===== src/rtl/rf_pkg.sv =====
// Shared register-file constants and the writeback queue entry type.
package rf_pkg;

    localparam int REG_W    = 8;
    localparam int ADDR_W   = 3;
    localparam int NUM_REGS = 8;

    typedef struct packed {
        logic [ADDR_W-1:0] rd;
        logic [REG_W-1:0]  val;
        logic              live;
    } wb_entry_t;

endpackage


===== src/rtl/rf_wb_arbiter_if.sv =====
// Writeback arbiter bus: ALU/load sources, hazard query and register-file write port.
interface rf_wb_arbiter_if #(
    parameter int DEPTH = 2
);

    logic                        aluWrite;
    logic [rf_pkg::ADDR_W-1:0]   aluRd;
    logic [rf_pkg::REG_W-1:0]    aluValue;
    logic                        ldValid;
    logic [rf_pkg::ADDR_W-1:0]   ldRd;
    logic [rf_pkg::REG_W-1:0]    ldValue;
    logic                        ldReady;
    logic [rf_pkg::ADDR_W-1:0]   qRs;
    logic [rf_pkg::ADDR_W-1:0]   qRd;
    logic                        hazRs;
    logic                        hazRd;
    logic                        regWrite;
    logic [rf_pkg::ADDR_W-1:0]   Rd;
    logic [rf_pkg::REG_W-1:0]    writeValue;
    logic [$clog2(DEPTH+1)-1:0]  occupancy;

    modport master (
        output aluWrite, aluRd, aluValue, ldValid, ldRd, ldValue, qRs, qRd,
        input  ldReady, hazRs, hazRd, regWrite, Rd, writeValue, occupancy
    );

    modport slave (
        input  aluWrite, aluRd, aluValue, ldValid, ldRd, ldValue, qRs, qRd,
        output ldReady, hazRs, hazRd, regWrite, Rd, writeValue, occupancy
    );

endinterface


===== src/rtl/rf_wb_fifo.sv =====
// In-order load writeback queue with per-entry WAW squash and hazard lookup.
module rf_wb_fifo
    import rf_pkg::*;
#(
    parameter int DEPTH = 2
) (
    input  logic                       CLK,
    input  logic                       Reset,
    input  logic                       push,
    input  wb_entry_t                  push_entry,
    input  logic                       pop,
    input  logic                       squash_en,
    input  logic [ADDR_W-1:0]          squash_rd,
    input  logic [ADDR_W-1:0]          q_rs,
    input  logic [ADDR_W-1:0]          q_rd,
    output wb_entry_t                  head,
    output logic                       empty,
    output logic [$clog2(DEPTH+1)-1:0] count,
    output logic                       haz_rs,
    output logic                       haz_rd
);

    localparam int PTR_W = $clog2(DEPTH);

    logic [ADDR_W-1:0] rd_mem  [DEPTH];
    logic [REG_W-1:0]  val_mem [DEPTH];
    logic [DEPTH-1:0]  live_q;
    logic [PTR_W-1:0]  head_ptr;
    logic [PTR_W-1:0]  tail_ptr;

    // Live bits are cleared on pop, so a set live bit always marks a stored entry.
    always_ff @(posedge CLK) begin
        if (Reset) begin
            head_ptr <= '0;
            tail_ptr <= '0;
            count    <= '0;
            live_q   <= '0;
        end else begin
            for (int i = 0; i < DEPTH; i++) begin
                if (squash_en && rd_mem[i] == squash_rd) begin
                    live_q[i] <= 1'b0;
                end
            end
            if (pop) begin
                live_q[head_ptr] <= 1'b0;
                head_ptr         <= head_ptr + PTR_W'(1);
            end
            if (push) begin
                live_q[tail_ptr] <= push_entry.live;
                tail_ptr         <= tail_ptr + PTR_W'(1);
            end
            case ({push, pop})
                2'b10:   count <= count + 1'b1;
                2'b01:   count <= count - 1'b1;
                default: count <= count;
            endcase
        end
    end

    always_ff @(posedge CLK) begin
        if (push) begin
            rd_mem[tail_ptr]  <= push_entry.rd;
            val_mem[tail_ptr] <= push_entry.val;
        end
    end

    assign head  = '{rd: rd_mem[head_ptr], val: val_mem[head_ptr], live: live_q[head_ptr]};
    assign empty = (count == '0);

    always_comb begin
        haz_rs = 1'b0;
        haz_rd = 1'b0;
        for (int i = 0; i < DEPTH; i++) begin
            if (live_q[i] && rd_mem[i] == q_rs) haz_rs = 1'b1;
            if (live_q[i] && rd_mem[i] == q_rd) haz_rd = 1'b1;
        end
    end

endmodule


===== src/rtl/rf_wb_arbiter.sv =====
// Single write-port arbiter: ALU first, then queued loads in order, else load bypass.
module rf_wb_arbiter
    import rf_pkg::*;
#(
    parameter int DEPTH = 2
) (
    input  logic           CLK,
    input  logic           Reset,
    rf_wb_arbiter_if.slave bus
);

    localparam int CNT_W = $clog2(DEPTH+1);
    localparam logic [CNT_W-1:0] DEPTH_C = CNT_W'(DEPTH);

    wb_entry_t         head;
    wb_entry_t         push_entry;
    logic              empty;
    logic [CNT_W-1:0]  count;
    logic              ld_ready;
    logic              xfer;
    logic              bypass;
    logic              push;
    logic              pop;
    logic              wr;
    logic [ADDR_W-1:0] wr_rd;
    logic [REG_W-1:0]  wr_val;
    logic              haz_rs;
    logic              haz_rd;

    assign ld_ready = !Reset && (count < DEPTH_C);
    assign xfer     = bus.ldValid && ld_ready;
    assign bypass   = !bus.aluWrite && empty && xfer;
    assign push     = xfer && !bypass;

    // A load colliding with a same-cycle ALU write to the same register is older, so it is born dead.
    assign push_entry = '{rd:   bus.ldRd,
                          val:  bus.ldValue,
                          live: !(bus.aluWrite && bus.aluRd == bus.ldRd)};

    always_comb begin
        wr     = 1'b0;
        wr_rd  = '0;
        wr_val = '0;
        pop    = 1'b0;
        if (!Reset) begin
            if (bus.aluWrite) begin
                wr     = 1'b1;
                wr_rd  = bus.aluRd;
                wr_val = bus.aluValue;
                pop    = !empty && !head.live;
            end else if (!empty) begin
                pop = 1'b1;
                if (head.live) begin
                    wr     = 1'b1;
                    wr_rd  = head.rd;
                    wr_val = head.val;
                end
            end else if (xfer) begin
                wr     = 1'b1;
                wr_rd  = bus.ldRd;
                wr_val = bus.ldValue;
            end
        end
    end

    rf_wb_fifo #(.DEPTH(DEPTH)) u_fifo (
        .CLK        (CLK),
        .Reset      (Reset),
        .push       (push),
        .push_entry (push_entry),
        .pop        (pop),
        .squash_en  (bus.aluWrite && !Reset),
        .squash_rd  (bus.aluRd),
        .q_rs       (bus.qRs),
        .q_rd       (bus.qRd),
        .head       (head),
        .empty      (empty),
        .count      (count),
        .haz_rs     (haz_rs),
        .haz_rd     (haz_rd)
    );

    assign bus.ldReady    = ld_ready;
    assign bus.regWrite   = wr;
    assign bus.Rd         = wr_rd;
    assign bus.writeValue = wr_val;
    assign bus.hazRs      = !Reset && haz_rs;
    assign bus.hazRd      = !Reset && haz_rd;
    assign bus.occupancy  = count;

endmodule


===== src/flat_wrapper.sv =====
// flat-port wrapper written by rule: the top's interface ports become plain ports
module rf_wb_arbiter_flat import rf_pkg::*;
#(
    parameter int DEPTH = 2
)
  (CLK, Reset, bus_aluWrite, bus_aluRd, bus_aluValue, bus_ldValid, bus_ldRd, bus_ldValue, bus_qRs, bus_qRd, bus_ldReady, bus_hazRs, bus_hazRd, bus_regWrite, bus_Rd, bus_writeValue, bus_occupancy);
  rf_wb_arbiter_if #(.DEPTH(DEPTH)) bus_i ();
  input  logic CLK;
  input  logic Reset;
  input wire logic [$bits(bus_i.aluWrite)-1:0] bus_aluWrite;
  input wire logic [$bits(bus_i.aluRd)-1:0] bus_aluRd;
  input wire logic [$bits(bus_i.aluValue)-1:0] bus_aluValue;
  input wire logic [$bits(bus_i.ldValid)-1:0] bus_ldValid;
  input wire logic [$bits(bus_i.ldRd)-1:0] bus_ldRd;
  input wire logic [$bits(bus_i.ldValue)-1:0] bus_ldValue;
  input wire logic [$bits(bus_i.qRs)-1:0] bus_qRs;
  input wire logic [$bits(bus_i.qRd)-1:0] bus_qRd;
  output wire logic [$bits(bus_i.ldReady)-1:0] bus_ldReady;
  output wire logic [$bits(bus_i.hazRs)-1:0] bus_hazRs;
  output wire logic [$bits(bus_i.hazRd)-1:0] bus_hazRd;
  output wire logic [$bits(bus_i.regWrite)-1:0] bus_regWrite;
  output wire logic [$bits(bus_i.Rd)-1:0] bus_Rd;
  output wire logic [$bits(bus_i.writeValue)-1:0] bus_writeValue;
  output wire logic [$bits(bus_i.occupancy)-1:0] bus_occupancy;
  assign bus_i.aluWrite = bus_aluWrite;
  assign bus_i.aluRd = bus_aluRd;
  assign bus_i.aluValue = bus_aluValue;
  assign bus_i.ldValid = bus_ldValid;
  assign bus_i.ldRd = bus_ldRd;
  assign bus_i.ldValue = bus_ldValue;
  assign bus_i.qRs = bus_qRs;
  assign bus_i.qRd = bus_qRd;
  assign bus_ldReady = bus_i.ldReady;
  assign bus_hazRs = bus_i.hazRs;
  assign bus_hazRd = bus_i.hazRd;
  assign bus_regWrite = bus_i.regWrite;
  assign bus_Rd = bus_i.Rd;
  assign bus_writeValue = bus_i.writeValue;
  assign bus_occupancy = bus_i.occupancy;
  rf_wb_arbiter #(.DEPTH(DEPTH)) u_core (.CLK(CLK), .Reset(Reset), .bus(bus_i));
endmodule

===== config.mk =====
export PLATFORM = sky130hd
export DESIGN_NAME = rf_wb_arbiter_flat
export DESIGN_NICKNAME = d
export VERILOG_FILES = /design/src/rtl/rf_pkg.sv /design/src/rtl/rf_wb_arbiter_if.sv /design/src/rtl/rf_wb_fifo.sv /design/src/rtl/rf_wb_arbiter.sv /design/src/flat_wrapper.sv
export SDC_FILE = /design/constraint.sdc
export NUM_CORES = 1
export LEC_CHECK = 0
export BUFFER_PORTS_ARGS = -buffer_cell sky130_fd_sc_hd__buf_2
export CORE_UTILIZATION = 30
export DETAILED_ROUTE_END_ITERATION = 8
export GPL_TIMING_DRIVEN = 0
export PLACE_DENSITY = 0.48
export RECOVER_POWER = 25
export SETUP_SLACK_MARGIN = 0.4
export SLEW_MARGIN = 20
export SYNTH_ARGS = -nofsm -noshare
export SYNTH_HDL_FRONTEND = slang
export SYNTH_HIERARCHICAL = 1
export SYNTH_SLANG_ARGS = --single-unit

===== constraint.sdc =====
create_clock -name CLK -period 2.75 [get_ports CLK]
set_clock_uncertainty 0.2 [all_clocks]
set_input_delay 0.55 -clock CLK [delete_from_list [all_inputs] [get_ports CLK]]
set_output_delay 0.55 -clock CLK [all_outputs]
set_load 0.01 [all_outputs]

# --- After elaboration in Yosys (flattened, before gate mapping) ---
# Memory sizes are Yosys's and may differ from the RTL's. A register that Yosys moved wholly into a read port is not among the register bits.
# Cells that the tools add are included.
# Widths: inputs -> output; s select.
op_classes:
  n_bitwise: 2
  n_eq_ne: 9
  reduce_logical: 26
  magnitude_cmp: 5
  add_sub_neg: 4
  muxes: 43
op_table:
  columns: ["operator", "n"]
  rows:
  - ["$mux 8", 5]
  - ["$mux 1", 26]
  - ["$eq 3x3->1", 7]
  - ["$logic_and 1x1->1", 18]
  - ["$mux 3", 5]
  - ["$logic_not 1->1", 6]
  - ["$mux 2", 3]
  - ["$lt 1x2->1 const B", 2]
  - ["$pmux 2 s2", 1]
  - ["$add 1x1->1 const B", 2]
  - ["$add 2x1->2 const B", 1]
  - ["$and 2x2->2", 1]
  - ["$bwmux 2", 1]
  - ["$demux 1 s1", 2]
  - ["$eq 2x1->1 const B", 1]
  - ["$eq 2x2->1 const B", 1]
  - ["$ge 1x1->1 const B", 2]
  - ["$logic_not 2->1", 1]
  - ["$lt 2x2->1 const B", 1]
  - ["$not 2->2", 1]
  - ["$reduce_bool 2->1", 1]
  - ["$sub 2x1->2 const B", 1]
word_totals:
  input_bits: 32
  wordCells: 95
  out_inout_bits: 17
  ram_bits: 22
  register_bits: 6
  n_memories: 2
memory_table:
  columns: ["name", "depth", "width", "rd", "rd_clocked_by_memory_dff", "wr", "line", "rtl"]
  rows:
  - ["u_core.u_fifo.val_mem", 2, 8, 1, 1, 1, "rf_wb_fifo.sv:26", "logic [REG_W-1:0] val_mem [DEPTH];"]
  - ["u_core.u_fifo.rd_mem", 2, 3, 3, 1, 1, "rf_wb_fifo.sv:25", "logic [ADDR_W-1:0] rd_mem [DEPTH];"]

# --- Longest topological paths before layout ---
# Gate-level depths: netlist (run 1).
depth:
  ltp_word: 10
  depth_mapped: 9
  depth_no_buf: 8

# --- Hierarchy ---
# Netlist (run 1), hierarchy kept.
modules_own_cells:
  columns: ["mod", "n_inst", "seq_area_each_um2", "cells_each", "area_per_inst_um2"]
  rows:
  - ["rf_wb_fifo", 1, 800.8, 91, 1301.2]
  - ["rf_wb_arbiter", 1, 0.0, 55, 449.2]

# --- Worst setup path before layout (run 1) ---
# Ideal clock, no wire load.
synth_timing:
  path_kind: "input port to flip-flop"
  startpoint: "input Reset"
  endpoint: "memory u_core.u_fifo.rd_mem[0][0], enable pin"
  cell_stages: 5
  path_buffers: 1
  setup_ns: 0.383
  arrival_ns: 1.831
  path_slack_ns: 0.336
  cell_sequence: "buf_6 > nor2_1 > nand2_1 > a21oi_1 > nor2b_1"
synth_via:
  elab_chain_cells: 8
synth_lines:
  columns: ["item", "line", "rtl"]
  rows:
  - ["start: declaration", "flat_wrapper.sv:9", "input logic Reset;"]
  - ["$logic_not 1->1 (*)", null, null]
  - ["$logic_and 1x1->1 (*)", "rf_wb_arbiter.sv:30", "assign ld_ready = !Reset && (count < DEPTH_C);"]
  - ["via bus_ldReady", "flat_wrapper.sv:18", "output wire logic [$bits(bus_i.ldReady)-1:0] bus_ldReady;"]
  - ["$logic_and 1x1->1 (*)", "rf_wb_arbiter.sv:31", "assign xfer = bus.ldValid && ld_ready;"]
  - ["$logic_and 1x1->1", "rf_wb_arbiter.sv:32", "assign bypass = !bus.aluWrite && empty && xfer;"]
  - ["$logic_not 1->1", "rf_wb_arbiter.sv:33", "assign push = xfer && !bypass;"]
  - ["$logic_and 1x1->1 (*)", "rf_wb_arbiter.sv:33", null]
  - ["via u_core.push", "rf_wb_arbiter.sv:22", "logic push;"]
  - ["$mux 1 (*)", "rf_wb_fifo.sv:61", "if (push) begin"]
  - ["$mux 1 (implied by the code) (*)", "rf_wb_fifo.sv:62", "rd_mem[tail_ptr] <= push_entry.rd;"]
  - ["end: declaration", "rf_wb_fifo.sv:25", null]
# Mark *: on every way through the listed nets, which the timed path passes. The rest lies on a longest branch.

# --- Worst setup path after layout (run 1) ---
layout_timing:
  startpoint: "input Reset"
  endpoint: "output bus_writeValue[6]"
layout_via:
  elab_chain_cells: 7
layout_lines:
  columns: ["item", "line", "rtl"]
  rows:
  - ["$logic_not 1->1", null, null]
  - ["$logic_and 1x1->1", "rf_wb_arbiter.sv:30", null]
  - ["$logic_and 1x1->1", "rf_wb_arbiter.sv:31", null]
  - ["$mux 8", "rf_wb_arbiter.sv:58", "end else if (xfer) begin"]
  - ["$mux 8", "rf_wb_arbiter.sv:51", "end else if (!empty) begin"]
  - ["$mux 8", "rf_wb_arbiter.sv:46", "if (bus.aluWrite) begin"]
  - ["$mux 8 (*)", "rf_wb_arbiter.sv:45", "if (!Reset) begin"]
  - ["end: declaration", "flat_wrapper.sv:23", "output wire logic [$bits(bus_i.writeValue)-1:0] bus_writeValue;"]
# Every way passes the cells marked *; elsewhere a longest branch is shown, timed or not.

==> run metrics, run 1 <==
DRC Markers=0; CTS Buf Count=5; Final Setup Violations=0; Ant. Diodes=0; total gr overflow=0; Worst Tran Pin Value=0.461 ns; Max Slew Vio Count=0; Worst Hold Margin=0.316 ns; clock root cell=clkbuf_8; starting density of the core=31.4%; Die Area=6140 um2; Clock Latency Late Sink=~0.27 ns; antenna violations before repair=0; gr usage total=16.9%; fmax=just over 0.4 GHz; RSZ-0062 raised after global routing=true; Post-DRT Antenna Nets=0; average size of a mapped cell=12.0 um2; Hold Path Class=reg2reg; PortBufs=48; cell count after synthesis=146; Worst-path clk slew=0.06 ns; TritonRoute pass-1 iters=6; Power Density=between 600 and 700 nW/um2; Yosys reg bits=29; most common cell in the synthesized netlist=edfxtp_1; Core Box Area=around 5600 um2; dpl cell area=about 2100 um2; CP Class=in2out; Synth area leaders=edfxtp_1 38%, xnor2_1 10%, dfxtp_1 8.0%; critical path fanouts, max=5; # clock sinks=29; Rel. slew slack=69.2%; Post-synth EDFFs=22; sequential-to-total area share from yosys stat=45.7%; dpl cells=266; maximum vdd drop=~0.28 mV; row count=27; HPWL after detailed placement=3210 um; Top-Level Pins=49; die height=78.4 um; fraction of registers with async set or reset after synthesis=0%; TritonCTS clock tree=built; number of global-route vias before repair=1499; Final min period=2.46 ns; WP data required=around 2.0 ns; max-cap violations=0; post-synth top area cell=edfxtp_1; via count=1406; share of Yosys cell area claimed by the top area cell type=37.7%; Post-Syn Nets=179; setup_tns=0 ns; Die Wd=roughly 78 um; outcome=completed; initial drt markers=76; Syn-to-layout area delta=35.5%; CP Launch Type=input pin; share of layout cells above drive strength 1=~50%; Final period util=roughly nine tenths; largest net degree at the start of global routing=14; final wirelength=4750 um; critical path data arrival time=1.71 ns; NumNets Final=245; CP endpoint kind=output pin; top cells by count, synth=22 x edfxtp_1, 20 x xnor2_1, 17 x nor2_1; leakage power=0.881 nW; fin cells=284; Hold Vio Cnt, Final=0; wire per inst=16.7 um; Ys Warns=6; first-pass GRT wire length=7760 um; vias per std cell=just under 5; gp weighted congestion=roughly 0.75; post-route cell area=between 2000 and 2500 um2; H-tree lvl count=2; Hold Buf Count CTS=0; Main synth FF type=edfxtp_1; Max Buffers Root-to-Sink=2; Synth cell types=32; synthesized area=1750 um2
[critical path, cell delays in order]
cell and delay (ns):
buf_12 0.10, buf_8 0.11, nor4bb_4 0.27, buf_6 0.16
buf_8 0.13, a221oi_2 0.07, nor3_2 0.16, buf_2 0.15
[kinds of logic (layout without fill, tap and decap cells)]
kind of cell	after synthesis	in the layout	synth area share, %
muxes	13	13	8.29
and+or+nand+nor	50	50	18.2
DFF	29	29	45.7
adders and majority gates	1	1	0.715
xor gates and xnor gates	24	24	12.0
AOI/OAI and AO/OA	20	20	11.9
buffers and inverters	9	75	3.15
[power by group]
part           total (mW)  internal, mW  leakage, nW  switching (mW)
Combinational       0.544         0.277        0.583           0.267
Sequential          0.584         0.531        0.260          0.0529
Clock               0.318         0.170       0.0387           0.148
Total                1.45         0.978        0.881           0.467
[final timing paths]
path	startpoint	end	slack (ns)	cells after the start
hold / removal	u_core/u_fifo/head_ptr	flip-flop	0.32	2
setup reg to reg	u_core/u_fifo/head_ptr	u_core/u_fifo/count[1]	0.65	5
setup / recovery	Reset	bus_writeValue[6]	0.29	8
hold reg to reg	u_core/u_fifo/head_ptr	flip-flop	0.32	2
[metrics by stage]
stage | util [%] | setup WS [ns] | total power, mW
2_1_floorplan | - | 0.430 | 0.867
3_3_place_gp | 37.4 | -0.127 | 0.993
3_5_place_dp | 37.4 | -0.188 | 1.01
4_1_cts | 41.2 | 0.239 | 1.40
5_1_grt | 42.5 | 0.202 | 1.53
6_report | 42.5 | 0.290 | 1.45
[what timing repair did]
| action | 4_1_cts | 5_1_grt |
|---|---|---|
| cloned | 3 | 0 |
| setup buffers | 4 | 4 |
| resized for setup | 28 | 13 |
| setup endpoints to repair | 37 | 26 |
| pin swaps | 16 | 8 |
[cells in the final DEF, fill, tap and decap left out, types with 5 or more instances in the layout]
cell,netlist,routed
mux2_2,12,11
nor3_2,9,10
buf_2,2,39
buf_4,1,8
nor2_1,17,16
a221oi_2,9,7
xnor2_1,20,20
nand4_1,5,5
clkbuf_8,0,5
edfxtp_1,22,22
clkbuf_1,2,10
[sequential cells by signal, indices dropped and copies added (netlist names), named ones only]
| register | cells |
|---|---|
| u_core/u_fifo/count | 2 |
| u_core/u_fifo/rd_mem | 6 |
| u_core/u_fifo/tail_ptr | 1 |
| u_core/u_fifo/val_mem | 16 |
| u_core/u_fifo/head_ptr | 1 |
| u_core/u_fifo/live_q | 2 |
[routing by layer]
layer,up-vias,share of wire (%),GRT usage [%]
met5,-,0,0
met4,0,1.3,4.26
met3,9,3.6,3.49
met2,35,50,28.9
met1,685,45,21.6
li1,677,-,-
[cell type report]
class                   instances  area [um2]
multi-input cells             108         977
clock buffers                   6        72.6
flip-flops and latches         29         811
plain buffers                   7        67.6
repair buffers                 59         342
inverters                       2        7.51
well taps                      72        90.1
fillers                       563        3200
clock inverters                 1        3.75
Power figures use the tool's default switching activity.
==> run 2: changes to the inputs <==
--- a/config.mk
+++ b/config.mk
@@ -6,10 +6,12 @@
 export NUM_CORES = 1
 export LEC_CHECK = 0
 export BUFFER_PORTS_ARGS = -buffer_cell sky130_fd_sc_hd__buf_2
+export CAP_MARGIN = 20
 export CORE_UTILIZATION = 30
 export DETAILED_ROUTE_END_ITERATION = 8
 export GPL_TIMING_DRIVEN = 0
-export PLACE_DENSITY = 0.48
+export MAX_ROUTING_LAYER = met4
+export PLACE_DENSITY = 0.52
 export RECOVER_POWER = 25
 export SETUP_SLACK_MARGIN = 0.4
 export SLEW_MARGIN = 20
==> run 2 against run 1 <==
Net effect:
- wire length decreased by 2.6%
- sequential power about the same
- sequential share of layout area decreased by 0.16 points
- utilization increased by 0.20 points
==> run metrics, run 2 (same netlist as run 1, synthesis figures left out) <==
via count=1393 (-0.92%); Hold Buf Count CTS=0 (unchanged); Rel. slew slack=69.3% (+0.13 points); crit path capture=bus_Rd[1]; critical path fanouts, max=5 (unchanged); Ant. Diodes=0 (unchanged); Fill cells=555 (-1.4%); initial drt markers=50 (-34%); Syn-to-layout area delta=36.1%; Max Buffers Root-to-Sink=2 (unchanged); RR Startpoint=u_core/u_fifo/head_ptr; Worst Tran Pin Value=0.459 ns (-0.00191 ns); post-route cell area=2380 um2 (+0.47%); CP Launch Type=flip-flop; antenna violations before repair=0 (unchanged); max-cap violations=0 (unchanged); clock root cell=clkbuf_8; Hold Vio Cnt, Final=0 (unchanged); H-tree lvl count=2 (unchanged); vias per std cell=4.85 (-2.0%); leakage power=0.901 nW (+2.2%); TritonRoute pass-1 iters=4 (-2); RSZ-0062 raised after global routing=true; Core Box Area=5570 um2 (unchanged); row count=27 (unchanged); setup_tns=0 ns (unchanged); gr usage total=16.7% (-0.17 points); first-pass GRT wire length=7380 um (-4.9%); most frequent cells in the layout=40 x buf_2, 22 x edfxtp_1, 20 x xnor2_1; HPWL after detailed placement=3070 um (-4.5%); dpl cells=266 (unchanged); share of layout cells above drive strength 1=50.7% (+0.70 points); dpl cell area=2080 um2 (unchanged); final wirelength=4630 um (-2.6%); biggest regs=u_core/u_fifo/val_mem x16, u_core/u_fifo/rd_mem x6; CP endpoint kind=output pin; Top-Level Pins=49 (unchanged); setup slack, reg-to-reg=0.63 ns (-0.02 ns); largest net degree at the start of global routing=14 (unchanged); Final min period=2.46 ns (+0.00162 ns); Die Area=6140 um2 (unchanged); number of global-route vias before repair=1429 (-4.7%); WP data required=2.00 ns (about the same); max FFs per register=16 (unchanged); Post-DRT Antenna Nets=0 (unchanged); NumNets Final=247 (+0.82%); Reg2Reg Depth=5 (unchanged); Clock Latency Late Sink=0.28 ns (about the same); Final Setup Violations=0 (unchanged); TritonCTS clock tree=built; Power Density=643 nW/um2 (+5.5%); gp weighted congestion=0.751 (+0.68%); fmax=0.406 GHz (about the same); outcome=completed; critical path data arrival time=1.71 ns (about the same); # clock sinks=29 (unchanged); Max Slew Vio Count=0 (unchanged); Worst-path clk slew=0.06 ns (about the same); largest reg by FF count=u_core/u_fifo/val_mem; total gr overflow=0 (unchanged); PortBufs=48 (unchanged); Die Wd=78.4 um (unchanged); CP Class=reg2out; die height=78.4 um (unchanged); commonest non-fill, non-tap cell in the layout=buf_2; maximum vdd drop=0.362 mV (+28%); Critical Path Source=u_core/u_fifo/head_ptr; fin cells=287 (+1.1%); starting density of the core=31.4% (unchanged); CTS Buf Count=5 (unchanged); Power, Total=1.53 mW (+6.0%); Hold Path Class=reg2reg; Final period util=89.5% (about the same); r2r endpoint=u_core/u_fifo/count[1]; wire per inst=16.1 um (-3.6%); DRC Markers=0 (unchanged)
[run 2: cell count changes in the layout (fill, tap and decap cells not counted)]
cell       previous run  this run
buf_4                 8        10
a221oi_2              7         9
a221oi_4              3         1
buf_2                39        40
bufinv_16             0         1
and2_4                1         0
buf_8                 3         2
and2_2                0         1
[run 2: worst min-delay path by stage]
stage	start	endpoint	cells past startpoint
after CTS	bus_ldValue[1]	u_core/u_fifo/val_mem[0][1]	1
final	u_core/u_fifo/head_ptr	u_core/u_fifo/head_ptr	2
after global routing	bus_ldValue[1]	u_core/u_fifo/val_mem[0][1]	1
after global placement	u_core/u_fifo/head_ptr	flip-flop	2
after floorplan	u_core/u_fifo/head_ptr	flip-flop	2
after detailed placement	u_core/u_fifo/head_ptr	u_core/u_fifo/head_ptr	2
[run 2: worst max-delay path: stages, from the launching register on]
cell and delay (ns):
dfxtp_2 0.35, mux2_4 0.31, nor2b_4 0.15, buf_6 0.14, a221oi_4 0.26, nor3_2 0.06, buf_2 0.15
[run 2: repair_timing]
item	4_1_cts	5_1_grt
cloned	3	0
pin swaps	10	8
resized for setup	28	5
buffers inserted	8	2
endpoints found under the setup margin	38	14
[run 2: power breakdown]
part,internal (mW),switching [mW]
sequential,0.531,0.0508
clock,0.267,0.157
combinational,0.271,0.256
total,1.07,0.464
[run 2: area by class of cell]
cell class | instances | area [um2] | area share, %
well taps | 72 | 90.1 | 3.78
clock inverters | 2 | 33.8 | 1.42
multi-input cells | 108 | 953 | 40.0
clock buffers | 6 | 72.6 | 3.05
flip-flops and latches | 29 | 811 | 34.0
repair buffers | 61 | 347 | 14.5
inverters | 2 | 7.51 | 0.315
plain buffers | 7 | 67.6 | 2.84
[run 2: per-layer routing]
layer,track usage [%],vias to the layer above,share of wire (%)
met1,21.6,661,49
met3,3.37,7,3.8
li1,-,688,-
met5,-,-,0
met2,25.9,37,45
met4,6.11,0,1.4
[run 2: per-stage QoR]
step | setup slack (ns) | hold slack [ns] | util, %
floorplan | 0.430 | 0.287 | -
detailed placement | -0.205 | 0.323 | 37.4
finish | 0.288 | 0.318 | 42.7
global route | 0.214 | 0.317 | 42.7
CTS | 0.238 | 0.274 | 42.2
global placement | -0.199 | 0.318 | 37.4
